$ cat src/rtl/rc_bridge_pkg.sv
// Shared types for the RC transfer bridge: request record, opcodes, FSM states, error bits.
// Latency: none, declarations only.
// Backpressure: none, declarations only.
package rc_bridge_pkg;

  localparam int          DEF_FIFO_DEPTH   = 4;
  localparam int          DEF_RSP_TIMEOUT  = 24;
  localparam logic [31:0] DEF_TIMEOUT_DATA = 32'hDEAD_BEEF;

  // Opcode encoding shared by the request and response channels
  typedef enum logic [1:0] {
    NONE = 2'd0,
    WR   = 2'd1,
    RD   = 2'd2
  } rc_opcode_t;

  // One queued or in-flight RC request
  typedef struct packed {
    rc_opcode_t  opcode;
    logic [31:0] address;
    logic [31:0] data;
  } rc_req_t;

  typedef enum logic [1:0] {
    IDLE     = 2'd0,
    ISSUE    = 2'd1,
    WAIT_RSP = 2'd2
  } bridge_state_t;

  // Bit positions inside the sticky err_status vector
  localparam int ERR_OVERFLOW = 0;
  localparam int ERR_PROTO    = 1;
  localparam int ERR_STRAY    = 2;
  localparam int ERR_TIMEOUT  = 3;
  localparam int ERR_W        = 4;

  // Builds a request record; reads always carry zero data
  function automatic rc_req_t mk_req(input rc_opcode_t op,
                                     input logic [31:0] addr,
                                     input logic [31:0] dat);
    rc_req_t r;
    r.opcode  = op;
    r.address = addr;
    r.data    = (op == WR) ? dat : 32'd0;
    return r;
  endfunction

endpackage

$ cat src/rtl/rc_req_fifo.sv
// Synchronous request FIFO of rc_req_t records, DEPTH entries (power of 2).
// Latency: a push is visible at the head one cycle later; head is read combinationally.
// Backpressure: push is ignored when full unless a pop happens in the same cycle.
module rc_req_fifo
  import rc_bridge_pkg::*;
#(
  parameter int DEPTH = DEF_FIFO_DEPTH
) (
  input  logic    clk,
  input  logic    rst,
  input  logic    push,
  input  rc_req_t push_dat,
  input  logic    pop,
  output logic    full,
  output logic    empty,
  output rc_req_t head
);

  localparam int AW = (DEPTH > 1) ? $clog2(DEPTH) : 1;

  // Pointers carry one extra wrap bit so full and empty can be told apart
  logic [AW:0] wr_ptr;
  logic [AW:0] rd_ptr;
  rc_req_t     mem [DEPTH];

  logic do_pop;
  logic do_push;

  assign empty   = (wr_ptr == rd_ptr);
  assign full    = (wr_ptr[AW] != rd_ptr[AW]) &&
                   (wr_ptr[AW-1:0] == rd_ptr[AW-1:0]);
  assign do_pop  = pop && !empty;
  // A pop in the same cycle frees the slot, so a push into a full FIFO is legal then
  assign do_push = push && (!full || do_pop);
  assign head    = mem[rd_ptr[AW-1:0]];

  // Pointer update; the low bits wrap modulo DEPTH naturally
  always_ff @(posedge clk) begin
    if (rst) begin
      wr_ptr <= '0;
      rd_ptr <= '0;
    end else begin
      if (do_push) wr_ptr <= wr_ptr + 1'b1;
      if (do_pop)  rd_ptr <= rd_ptr + 1'b1;
    end
  end

  // Storage write; contents are don't-care until the pointers cover them
  always_ff @(posedge clk) begin
    if (do_push) mem[wr_ptr[AW-1:0]] <= push_dat;
  end

endmodule

$ cat src/rtl/rc_transfer_bridge.sv
// Bridges handler transfer pulses to the RC valid/ready channel, one request outstanding.
// Latency: pulse at N -> rc_req_valid at N+2; rc_rsp_valid at M -> resp pulse at M+1.
// Backpressure: 4-deep queue absorbs pulses while RC stalls; pushes into a full queue are dropped and flagged.
module rc_transfer_bridge
  import rc_bridge_pkg::*;
#(
  parameter int          FIFO_DEPTH   = DEF_FIFO_DEPTH,
  parameter int          RSP_TIMEOUT  = DEF_RSP_TIMEOUT,
  parameter logic [31:0] TIMEOUT_DATA = DEF_TIMEOUT_DATA
) (
  input  logic             clk,
  input  logic             rst,
  input  logic             write_transfer_valid,
  input  logic             read_transfer_valid,
  input  logic [31:0]      address,
  input  logic [31:0]      data_out,
  output logic             write_resp_valid,
  output logic             read_resp_valid,
  output logic [31:0]      data_in,
  output logic             rc_req_valid,
  input  logic             rc_req_ready,
  output logic [1:0]       rc_req_opcode,
  output logic [31:0]      rc_req_address,
  output logic [31:0]      rc_req_data,
  input  logic             rc_rsp_valid,
  input  logic [1:0]       rc_rsp_opcode,
  input  logic [31:0]      rc_rsp_data,
  output logic             rsp_error,
  output logic [ERR_W-1:0] err_status,
  input  logic             err_clear,
  output logic             busy
);

  localparam int TW = (RSP_TIMEOUT > 1) ? $clog2(RSP_TIMEOUT) : 1;

  bridge_state_t    state;
  rc_req_t          req_q;
  logic [TW-1:0]    timer;

  rc_req_t          push_dat;
  rc_req_t          fifo_head;
  logic             fifo_full;
  logic             fifo_empty;
  logic             fifo_pop;
  logic             push_req;
  logic             both_pulse;
  logic             overflow;
  logic             rsp_match;
  logic             timer_done;
  logic [ERR_W-1:0] err_set;

  assign push_req   = write_transfer_valid || read_transfer_valid;
  assign both_pulse = write_transfer_valid && read_transfer_valid;
  // The FSM only drains the queue from IDLE, one entry per request
  assign fifo_pop   = (state == IDLE) && !fifo_empty;
  assign overflow   = push_req && fifo_full && !fifo_pop;
  assign rsp_match  = rc_rsp_valid && (rc_rsp_opcode == req_q.opcode);
  assign timer_done = (timer == TW'(RSP_TIMEOUT - 1));

  // Write wins when both pulses arrive together; the read is simply not queued
  always_comb begin
    push_dat = '0;
    if (write_transfer_valid)
      push_dat = mk_req(WR, address, data_out);
    else if (read_transfer_valid)
      push_dat = mk_req(RD, address, 32'd0);
  end

  rc_req_fifo #(
    .DEPTH (FIFO_DEPTH)
  ) u_fifo (
    .clk      (clk),
    .rst      (rst),
    .push     (push_req),
    .push_dat (push_dat),
    .pop      (fifo_pop),
    .full     (fifo_full),
    .empty    (fifo_empty),
    .head     (fifo_head)
  );

  // Error events raised this cycle; a matching response beats a same-cycle timeout
  always_comb begin
    err_set               = '0;
    err_set[ERR_OVERFLOW] = overflow;
    err_set[ERR_PROTO]    = both_pulse;
    err_set[ERR_STRAY]    = rc_rsp_valid && ((state != WAIT_RSP) || !rsp_match);
    err_set[ERR_TIMEOUT]  = (state == WAIT_RSP) && !rsp_match && timer_done;
  end

  // Request FSM with registered request fields, response pulses and timeout counter
  always_ff @(posedge clk) begin
    if (rst) begin
      state            <= IDLE;
      req_q            <= '0;
      timer            <= '0;
      rc_req_valid     <= 1'b0;
      write_resp_valid <= 1'b0;
      read_resp_valid  <= 1'b0;
      rsp_error        <= 1'b0;
      data_in          <= '0;
    end else begin
      write_resp_valid <= 1'b0;
      read_resp_valid  <= 1'b0;
      rsp_error        <= 1'b0;
      case (state)
        IDLE: begin
          if (!fifo_empty) begin
            req_q        <= fifo_head;
            rc_req_valid <= 1'b1;
            state        <= ISSUE;
          end
        end
        ISSUE: begin
          if (rc_req_ready) begin
            rc_req_valid <= 1'b0;
            timer        <= '0;
            state        <= WAIT_RSP;
          end
        end
        WAIT_RSP: begin
          if (rsp_match) begin
            state <= IDLE;
            if (req_q.opcode == RD) begin
              read_resp_valid <= 1'b1;
              data_in         <= rc_rsp_data;
            end else begin
              write_resp_valid <= 1'b1;
            end
          end else if (timer_done) begin
            state     <= IDLE;
            rsp_error <= 1'b1;
            if (req_q.opcode == RD) begin
              read_resp_valid <= 1'b1;
              data_in         <= TIMEOUT_DATA;
            end else begin
              write_resp_valid <= 1'b1;
            end
          end else begin
            timer <= timer + 1'b1;
          end
        end
        default: begin
          state        <= IDLE;
          rc_req_valid <= 1'b0;
        end
      endcase
    end
  end

  // Sticky error flags; an event in the clearing cycle still lands
  always_ff @(posedge clk) begin
    if (rst) err_status <= '0;
    else     err_status <= (err_status & ~{ERR_W{err_clear}}) | err_set;
  end

  assign rc_req_opcode  = req_q.opcode;
  assign rc_req_address = req_q.address;
  assign rc_req_data    = req_q.data;
  assign busy           = !fifo_empty || (state != IDLE);

endmodule

$ cat config.mk
export PLATFORM = sky130hd
export DESIGN_NAME = rc_transfer_bridge
export DESIGN_NICKNAME = d
export VERILOG_FILES = /design/src/rtl/rc_bridge_pkg.sv /design/src/rtl/rc_req_fifo.sv /design/src/rtl/rc_transfer_bridge.sv
export SDC_FILE = /design/constraint.sdc
export NUM_CORES = 1
export LEC_CHECK = 0
export CAP_MARGIN = 5
export CORE_MARGIN = 3
export CORE_UTILIZATION = 58
export DETAILED_ROUTE_END_ITERATION = 10
export GPL_TIMING_DRIVEN = 0
export PLACE_DENSITY = 0.84
export SLEW_MARGIN = 40
export SYNTH_ARGS = -nofsm -noshare
export SYNTH_HDL_FRONTEND = slang
export SYNTH_SLANG_ARGS = --single-unit
$ cat constraint.sdc
create_clock -name clk -period 9.2 [get_ports clk]
set_clock_uncertainty 0.05 [all_clocks]
set_input_delay 1.38 -clock clk [delete_from_list [all_inputs] [get_ports clk]]
set_output_delay 1.38 -clock clk [all_outputs]
set_load 0.005 [all_outputs]
==> run summary, run 1 <==
Prior to clock tree synthesis, the placed netlist has a worst setup slack of 4.78 ns. The clock net in this run drives a total of 383 sinks. Final hold analysis gives a worst-case slack of 0.397 ns. The worst-case headroom to the max-slew limit was 49.1%; the synthesis-to-finish area growth was 27.2%. Sequential share of power: 43.0%. From bottom edge to top edge, the die measures 165 um. The DRC violation count after routing was 0; the hold buffer count at CTS was 0.

The number of instances resized during post-cts repair is 0. Measured on the finished design, the core utilization comes to 75.7%. The tools report the synthesized netlist net count as 1083.

After synthesis, the largest family of logic cells by area is multiplexers. In this run, the number of DRC markers left after iteration 0 of detailed routing was 571. The total cell area at the placement stage is 17300 um^2. The logs give 5.13 mW for the total design power and 3 for the buffer depth of the longest clock path. The via count normalized by instance count is 5.65, and the HPWL reported at the end of detailed placement is 21800 um.

The first global-routing pass estimated 49900 um of wire. The path with the worst hold slack has its endpoint at data_in[0]. During synthesis, Yosys emitted a total of 0 warnings. Global-route usage over all layers: 24.2%. Entering global routing, the biggest net connects 32 pins. The synthesized netlist occupies a cell area of 14600 um^2. Leaving out fill and tap cells, the most frequent cell in the layout is sky130_fd_sc_hd__edfxtp_1. The final cycle utilization of the critical path came out at 42.4%. The run finished with clean final reports.

The portion of total power attributed to the clock network was 31.2%; the proportion of power drawn by combinational gates was 25.8%. The die outline area came out at 27100 um^2. The later pin in the worst-skew pair is clocked with a latency of 0.52 ns. Setup violations remaining at the end of the flow were counted as 0. The logs give 9.36 ns for the required arrival time at the worst endpoint and 212 for the count of pins on the block boundary. The actual transition at the worst max-transition pin was 0.761 ns; the number of H-tree branching levels was 2.

Timing would allow up to 256 MHz. Summing the areas of all compound-gate instances in the mapped netlist gives 6.82% of the synthesized area. The initial antenna violation count was 0; the die width was 165 um. The number of global-route vias before repair is 9388, and the proportion of synthesized chip area in sequential cells is 70.6%.

The total of flip-flops plus latches after synthesis was 383. The minimum clock period after layout is 3.90 ns. The hold path depth is 2.

The startpoint identified for the worst register-to-register timing path is state[0]. The endpoint identified for the worst register-to-register timing path is u_fifo.mem[0][15]. After Yosys synthesis, and, or, nand and nor cells account for 8.12% of the synthesized area. The congestion estimate from routability-driven global placement came to 0.782. The count of buffers added by post-CTS timing repair for setup was 0. Cell internal power was estimated by the tool at 3.71 mW. The count of pins over their slew limit came out at 0.

Buffers inserted during clock tree synthesis total 38. The highest net fanout along the worst path works out to 23. Of all cell types, the one taking the most synthesized area is sky130_fd_sc_hd__edfxtp_1. After clock tree synthesis, the clock-pin slew on the worst setup and hold paths is 0.06 ns.

Summing the areas of all xor and xnor instances in the mapped netlist gives 0.805% of the synthesized area. The switching share of total power works out to 27.7%. The number of antenna diodes in the final layout is 0. The floorplan step defined a core boundary enclosing 24500 um^2. Starting density of the core: 59.5%. The final instance area was 18600 um^2. The tools report the count of max-cap constraint violations as 0. The routed design has 32700 um of wire. The slack of the worst reg-to-reg path was 6.67 ns.

The worst setup path is launched from a primary input. The remaining global-route overflow was 0. Type of destination of the critical path: a register. Synthesized area per cell: 15.0 um^2. Type of the worst min-delay path: reg -> reg. After the flow finishes, the layout carries non-filler instances totaling 1582. For this run, asynchronously set or reset flops after synthesis account for 0%.

Synthesis produced 972 cells. The routed length per instance was 20.7 um. For the final hold violation count, the log shows 0. Summed over its instances, the top area cell type makes up 54.3% of the synthesized netlist area.

The tree is rooted in a sky130_fd_sc_hd__clkbuf_16. VDD sags by at most 0.193 mV. For the net switching component of the power, the log shows 1.42 mW. The number of different library cells used by synthesis comes to 46. The tools report the first-pass iteration count of the detailed router as 5. The number of nets in the layout came out at 1340. The origin of the worst min-delay path is data_in[0]. The cell count of the worst reg-to-reg path is 6. For this run, the leading register cell type out of synthesis is sky130_fd_sc_hd__edfxtp_1. For the final routed database, the setup TNS stands at 0 ns.

The total vias in the final route was 8932; the fraction of layout cells with a size suffix above 1 was 15.7%. In the layout the commonest cells are sky130_fd_sc_hd__edfxtp_1 (264), sky130_fd_sc_hd__clkdlybuf4s50_1 (209), sky130_fd_sc_hd__nand2_1 (140), sky130_fd_sc_hd__dfxtp_1 (119), sky130_fd_sc_hd__a21oi_1 (88). The number of flops mapped to enable cells by yosys was 264; the number of routed nets with antenna violations was 0. After floorplanning, the core was divided into 57 placement rows. Setup repair after global routing left no endpoint under its margin. The total power density per cell area works out to 276 nW/um^2.

Post-placement cell count: 1513. Static leakage power: 6.29 nW. The fraction of synthesized area in multiplexers was 10.2%.

The number of port buffers works out to 209. The kind of critical path is in -> reg. For the worst setup path, the data arrival time is 4.07 ns. The worst path meets setup with 5.30 ns of slack.

Ranked by total cell area, the synthesized netlist is headed by sky130_fd_sc_hd__edfxtp_1 (54%), sky130_fd_sc_hd__dfxtp_1 (16%), sky130_fd_sc_hd__mux4_2 (10%). Counting the fill cells in the layout gives 1494. TritonCTS built the clock tree. The post-synthesis share of cell area spent on full adders, half adders and majority gates came out at 0.514%.
logic make-up after synthesis:
| family | Yosys count |
|---|---|
| AO/OA/AOI/OAI | 164 |
| AND/OR/NAND/NOR | 251 |
| adder cells (fa/ha/maj) | 6 |
| buffers and inverters | 91 |
| flip-flops | 383 |
| XOR/XNOR | 10 |
| multiplexers | 67 |
power by group through the flow:
stage	Clock (mW)	Sequential [mW]	Combinational [mW]
after floorplan	0	2.23	0.752
after CTS	1.62	2.21	1.34
after global routing	1.69	2.23	1.44
after global placement	0	2.24	1.27
after detailed placement	0	2.24	1.33
final	1.60	2.21	1.32
routing by layer:
metal	part of all wire (%)	vias to the layer above	track usage, %
met5	0	-	0
met2	51	361	42.6
met1	39	4410	30.1
li1	-	4094	-
met4	2.4	0	7.97
met3	7.9	67	5.02
critical path: stages:
cell,delay [ns]
sky130_fd_sc_hd__clkdlybuf4s50_1,0.89
sky130_fd_sc_hd__nor2_1,0.37
sky130_fd_sc_hd__a41oi_2,0.46
sky130_fd_sc_hd__and2_4,0.47
sky130_fd_sc_hd__buf_12,0.25
sky130_fd_sc_hd__buf_12,0.21
layout make-up:
class,count,area [um^2],area share (%)
multi-input cells,498,3880,20.9
repair buffers,217,2250,12.1
flip-flops and latches,383,10300,55.5
inverters,33,124,0.667
clock buffers,48,1050,5.65
clock inverters,21,251,1.35
well taps,324,405,2.18
plain buffers,58,304,1.64
synth_stat cells, types with 3 or more instances:
cell type                  count
sky130_fd_sc_hd__a21oi_1      88
sky130_fd_sc_hd__a21oi_2      19
sky130_fd_sc_hd__a311oi_1      3
sky130_fd_sc_hd__a31oi_1       5
sky130_fd_sc_hd__and2_1       37
sky130_fd_sc_hd__buf_2        18
sky130_fd_sc_hd__buf_4        11
sky130_fd_sc_hd__buf_6         3
sky130_fd_sc_hd__clkbuf_1     26
sky130_fd_sc_hd__dfxtp_1     119
sky130_fd_sc_hd__edfxtp_1    264
sky130_fd_sc_hd__ha_1          6
sky130_fd_sc_hd__inv_1        33
sky130_fd_sc_hd__mux4_2       66
sky130_fd_sc_hd__nand2_1     140
sky130_fd_sc_hd__nand3_1      14
sky130_fd_sc_hd__nor2_1       13
sky130_fd_sc_hd__nor2b_1      35
sky130_fd_sc_hd__o21ai_0      28
sky130_fd_sc_hd__o21ai_1       7
sky130_fd_sc_hd__xnor2_1       3
sky130_fd_sc_hd__xnor2_2       4
sky130_fd_sc_hd__xor2_1        3
worst max path at each step:
| stage | start | to | cells past startpoint |
|---|---|---|---|
| floorplan | write_transfer_valid | u_fifo.mem[3][0] | 3 |
| global placement | write_transfer_valid | u_fifo.mem[3][12] | 4 |
| detailed placement | write_transfer_valid | u_fifo.mem[0][7] | 6 |
| CTS | write_transfer_valid | u_fifo.mem[0][36] | 6 |
| global route | write_transfer_valid | u_fifo.mem[0][36] | 6 |
| finish | write_transfer_valid | u_fifo.mem[0][15] | 6 |
state kept, by name, summed over array words and instances (netlist names), 2 cells and up:
| register | flops |
|---|---|
| u_fifo.mem | 264 |
| rc_req_address | 32 |
| rc_req_opcode | 2 |
| state | 2 |
| err_status | 4 |
| data_in | 32 |
| u_fifo.rd_ptr | 3 |
| u_fifo.wr_ptr | 3 |
| timer | 5 |
| rc_req_data | 32 |
(Power assumes the default switching activity.)
==> inputs of run 2 (changes only) <==
- CORE_UTILIZATION: 58 -> 49
- PLACE_DENSITY: 0.84 -> 0.76
- clock period: 9.2 -> 3.19 ns (I/O delays scaled with it)
==> run 2 against run 1 <==
Against the previous run:
- first-iteration DRC count increased by 1.2%
- hold slack lost 0.0029 ns
- highest routed layer is now met5
- sequential share of layout area decreased by 0.13 points
- register-to-register slack worse by 6.0 ns
- design area is 0.23% higher
- critical path type unchanged
==> run summary, run 2 (synthesis results as in run 1) <==
The flow ran to the end, and the final reports show no timing, DRC or antenna violations. Measured along the y axis, the die boundary spans 179 um. The count of nets left with antenna violations once routing finished came out at 0. The tools report the required arrival time at the worst endpoint as 3.35 ns.

The worst setup path is launched from a primary input. The signal arrival time at the worst endpoint was 3.05 ns; the number of port buffers was 209. In the layout the commonest cells are sky130_fd_sc_hd__edfxtp_1 (264), sky130_fd_sc_hd__clkdlybuf4s50_1 (209), sky130_fd_sc_hd__nand2_1 (140), sky130_fd_sc_hd__dfxtp_1 (119), sky130_fd_sc_hd__a21oi_1 (88). Pin placement for this block handled 212 I/O pins.

The run gives 64.2% as the utilization after layout. The worst register-to-register path begins at state[0]. For the die outline area, the log shows 31900 um^2.

Maximum number of pins on one net before global-route repair: 35. The number of sinks handled by clock tree synthesis is 383, and the number of global-route vias before repair is 8979. TritonCTS built the clock tree. Of the available clock period, the critical path in the final layout requires 90.5%. The floorplan has 62 rows. The number of hold buffers added after CTS was 0. Counting buffers and inverters, the worst setup path is 5 cells deep. The core region is 29000 um^2. Global routing consumed, over all layers together, 20.3% of the routing resources. Timing would allow up to 346 MHz. The logs give 0.67 ns for the slack of the worst reg-to-reg path and 1341 for the number of nets in the layout.

The worst hold path passes through 2 cells. The run gives 40 as the total clock buffers created by CTS. The setup total negative slack is 0 ns, and the minimum clock period after layout is 2.89 ns. STA classifies the critical path endpoint as a register.

The post-route netlist has 15.3% of its cells at a drive strength greater than 1. The via count normalized by instance count was 5.38; the worst-case headroom to the max-slew limit was 51.3%. For the DRC violation count after routing, the log shows 0. The detailed router finished its first iteration with 578 violations.

The tool flagged a number of max-cap violations equal to 0. Beginning of the critical path: write_transfer_valid. The first-pass iteration count of the detailed router was 4.

VDD sags by at most 0.489 mV. On the worst path, the slowest cell contributes a delay of 0.84 ns. Family with the most delay on the worst path: buffers and inverters. The clock passes through at most 3 buffers. The worst hold path belongs to the class reg -> reg. Leaving out fill and tap cells, the most frequent cell in the layout is sky130_fd_sc_hd__edfxtp_1. The logs give 49300 um for the wire length of the first global-routing pass and 6.26 nW for the static leakage power. The slowest stage of the critical path belongs to the cell sky130_fd_sc_hd__clkdlybuf4s50_1. Walking the worst path, the cells encountered are clkdlybuf4s50_1 > nor2_1 > a41oi_2 > and2_4 > buf_12. For this configuration, the core starts out at a cell density of 50.4%.

Dividing the detail-routed wire length by the instance count gives 19.8 um. The synthesis-to-finish area growth is 27.5%. The actual transition at the worst max-transition pin came out at 0.730 ns.

The remaining global-route overflow came out at 0. The final hold violation count was 0; the highest net fanout along the worst path was 34. The worst register-to-register path ends at u_fifo.mem[3][28]. In this run the number of H-tree levels came out at 2. The master cell of the clock root buffer was sky130_fd_sc_hd__clkbuf_16.

The critical path is of the in -> reg type. Summed over all layers, the routed wires come to 32600 um. Buffer and inverter count on the worst path: 2. The flip-flop count of the largest register, all copies and words added came out at 264.

The count of buffers added by post-CTS timing repair for setup was 0. The worst register-to-register path has a depth of 5. Worst-case hold path end point: data_in[2].

The clock latency at the later pin of the worst-skew pair was 0.53 ns; the clock transition time at the flip-flop clock pins of the worst setup and hold paths was 0.06 ns. The total power density per cell area was 787 nW/um^2. The worst hold path begins at data_in[2]. The number of endpoints failing setup at the final stage came out at 0. Summed over all nets, the half-perimeter wirelength after detailed placement is 21700 um. The final weighted congestion of routability-driven global placement came out at 0.758.

The tools report the count of pins over their slew limit as 0. Initial antenna violation count: 2. The total vias in the final route was 8853; the count of fill cells added during filler insertion was 2134. Once the clock tree was built, the resizer swapped 0 gates to a different size.

The die width came out at 179 um. Setup repair after global routing left no endpoint under its margin.
run 2: cell types whose count changed in the layout (fill, tap and decap cells not counted), moves of 2 or more:
cell | before | now
sky130_fd_sc_hd__clkinv_2 | 8 | 3
sky130_fd_sc_hd__bufinv_16 | 6 | 2
sky130_fd_sc_hd__clkinv_1 | 6 | 4
sky130_fd_sc_hd__clkbuf_1 | 31 | 41
sky130_fd_sc_hd__clkbuf_16 | 39 | 41
run 2: worst max-delay path by stage:
stage | endpoint | slack (ns)
global route | u_fifo.mem[3][31] | 0.1
finish | u_fifo.mem[3][28] | 0.30
CTS | u_fifo.mem[3][5] | 0.26
detailed placement | u_fifo.mem[3][5] | -0.29
floorplan | u_fifo.mem[2][0] | 0.003
global placement | u_fifo.mem[0][18] | -2.26
run 2: cell type report:
| class | count | area [um^2] | area share (%) |
|---|---|---|---|
| timing repair buffer | 216 | 2230 | 12.0 |
| clock buffer | 61 | 1150 | 6.18 |
| inverter | 33 | 124 | 0.665 |
| multi-input combinational | 498 | 3880 | 20.8 |
| antenna | 1 | 2.50 | 0.0134 |
| clock inverter | 12 | 135 | 0.726 |
| buffer | 58 | 304 | 1.63 |
| tap | 384 | 480 | 2.58 |
| sequential | 383 | 10300 | 55.4 |
run 2: per-stage QoR:
step                      total power [mW]  hold WS, ns  instances  setup slack, ns  instance area (um^2)
after floorplan                       8.60        0.390        972          0.00338                 14600
after global placement                10.2        0.388       1565            -2.26                 17200
after detailed placement              10.3        0.388       1572           -0.294                 17300
after CTS                             14.8        0.397       1645            0.261                 18600
after global routing                  15.3        0.419       1645           0.0977                 18600
final                                 14.7        0.394       1646            0.302                 18600
run 2: per-layer routing:
metal | wire length (um) | GRT usage [%] | part of all wire, %
met2 | 16400 | 35.7 | 50
met5 | 22 | 0 | 0.067
met3 | 2420 | 4.49 | 7.4
met1 | 13200 | 25.7 | 40
met4 | 548 | 4.97 | 1.7
run 2: worst reg2reg max path: cells and delay by family (launching register included):
kind	cells	cell delay (ns)
buffers and inverters	2	0.46
flip-flops	1	0.30
AND/OR/NAND/NOR	2	0.94
AO/OA/AOI/OAI	1	0.41
run 2: where the power goes:
| group | internal, mW | leakage, nW | switching [mW] |
|---|---|---|---|
| combinational | 1.84 | 2.17 | 1.93 |
| clock | 2.67 | 0.626 | 1.84 |
| sequential | 6.05 | 3.47 | 0.323 |
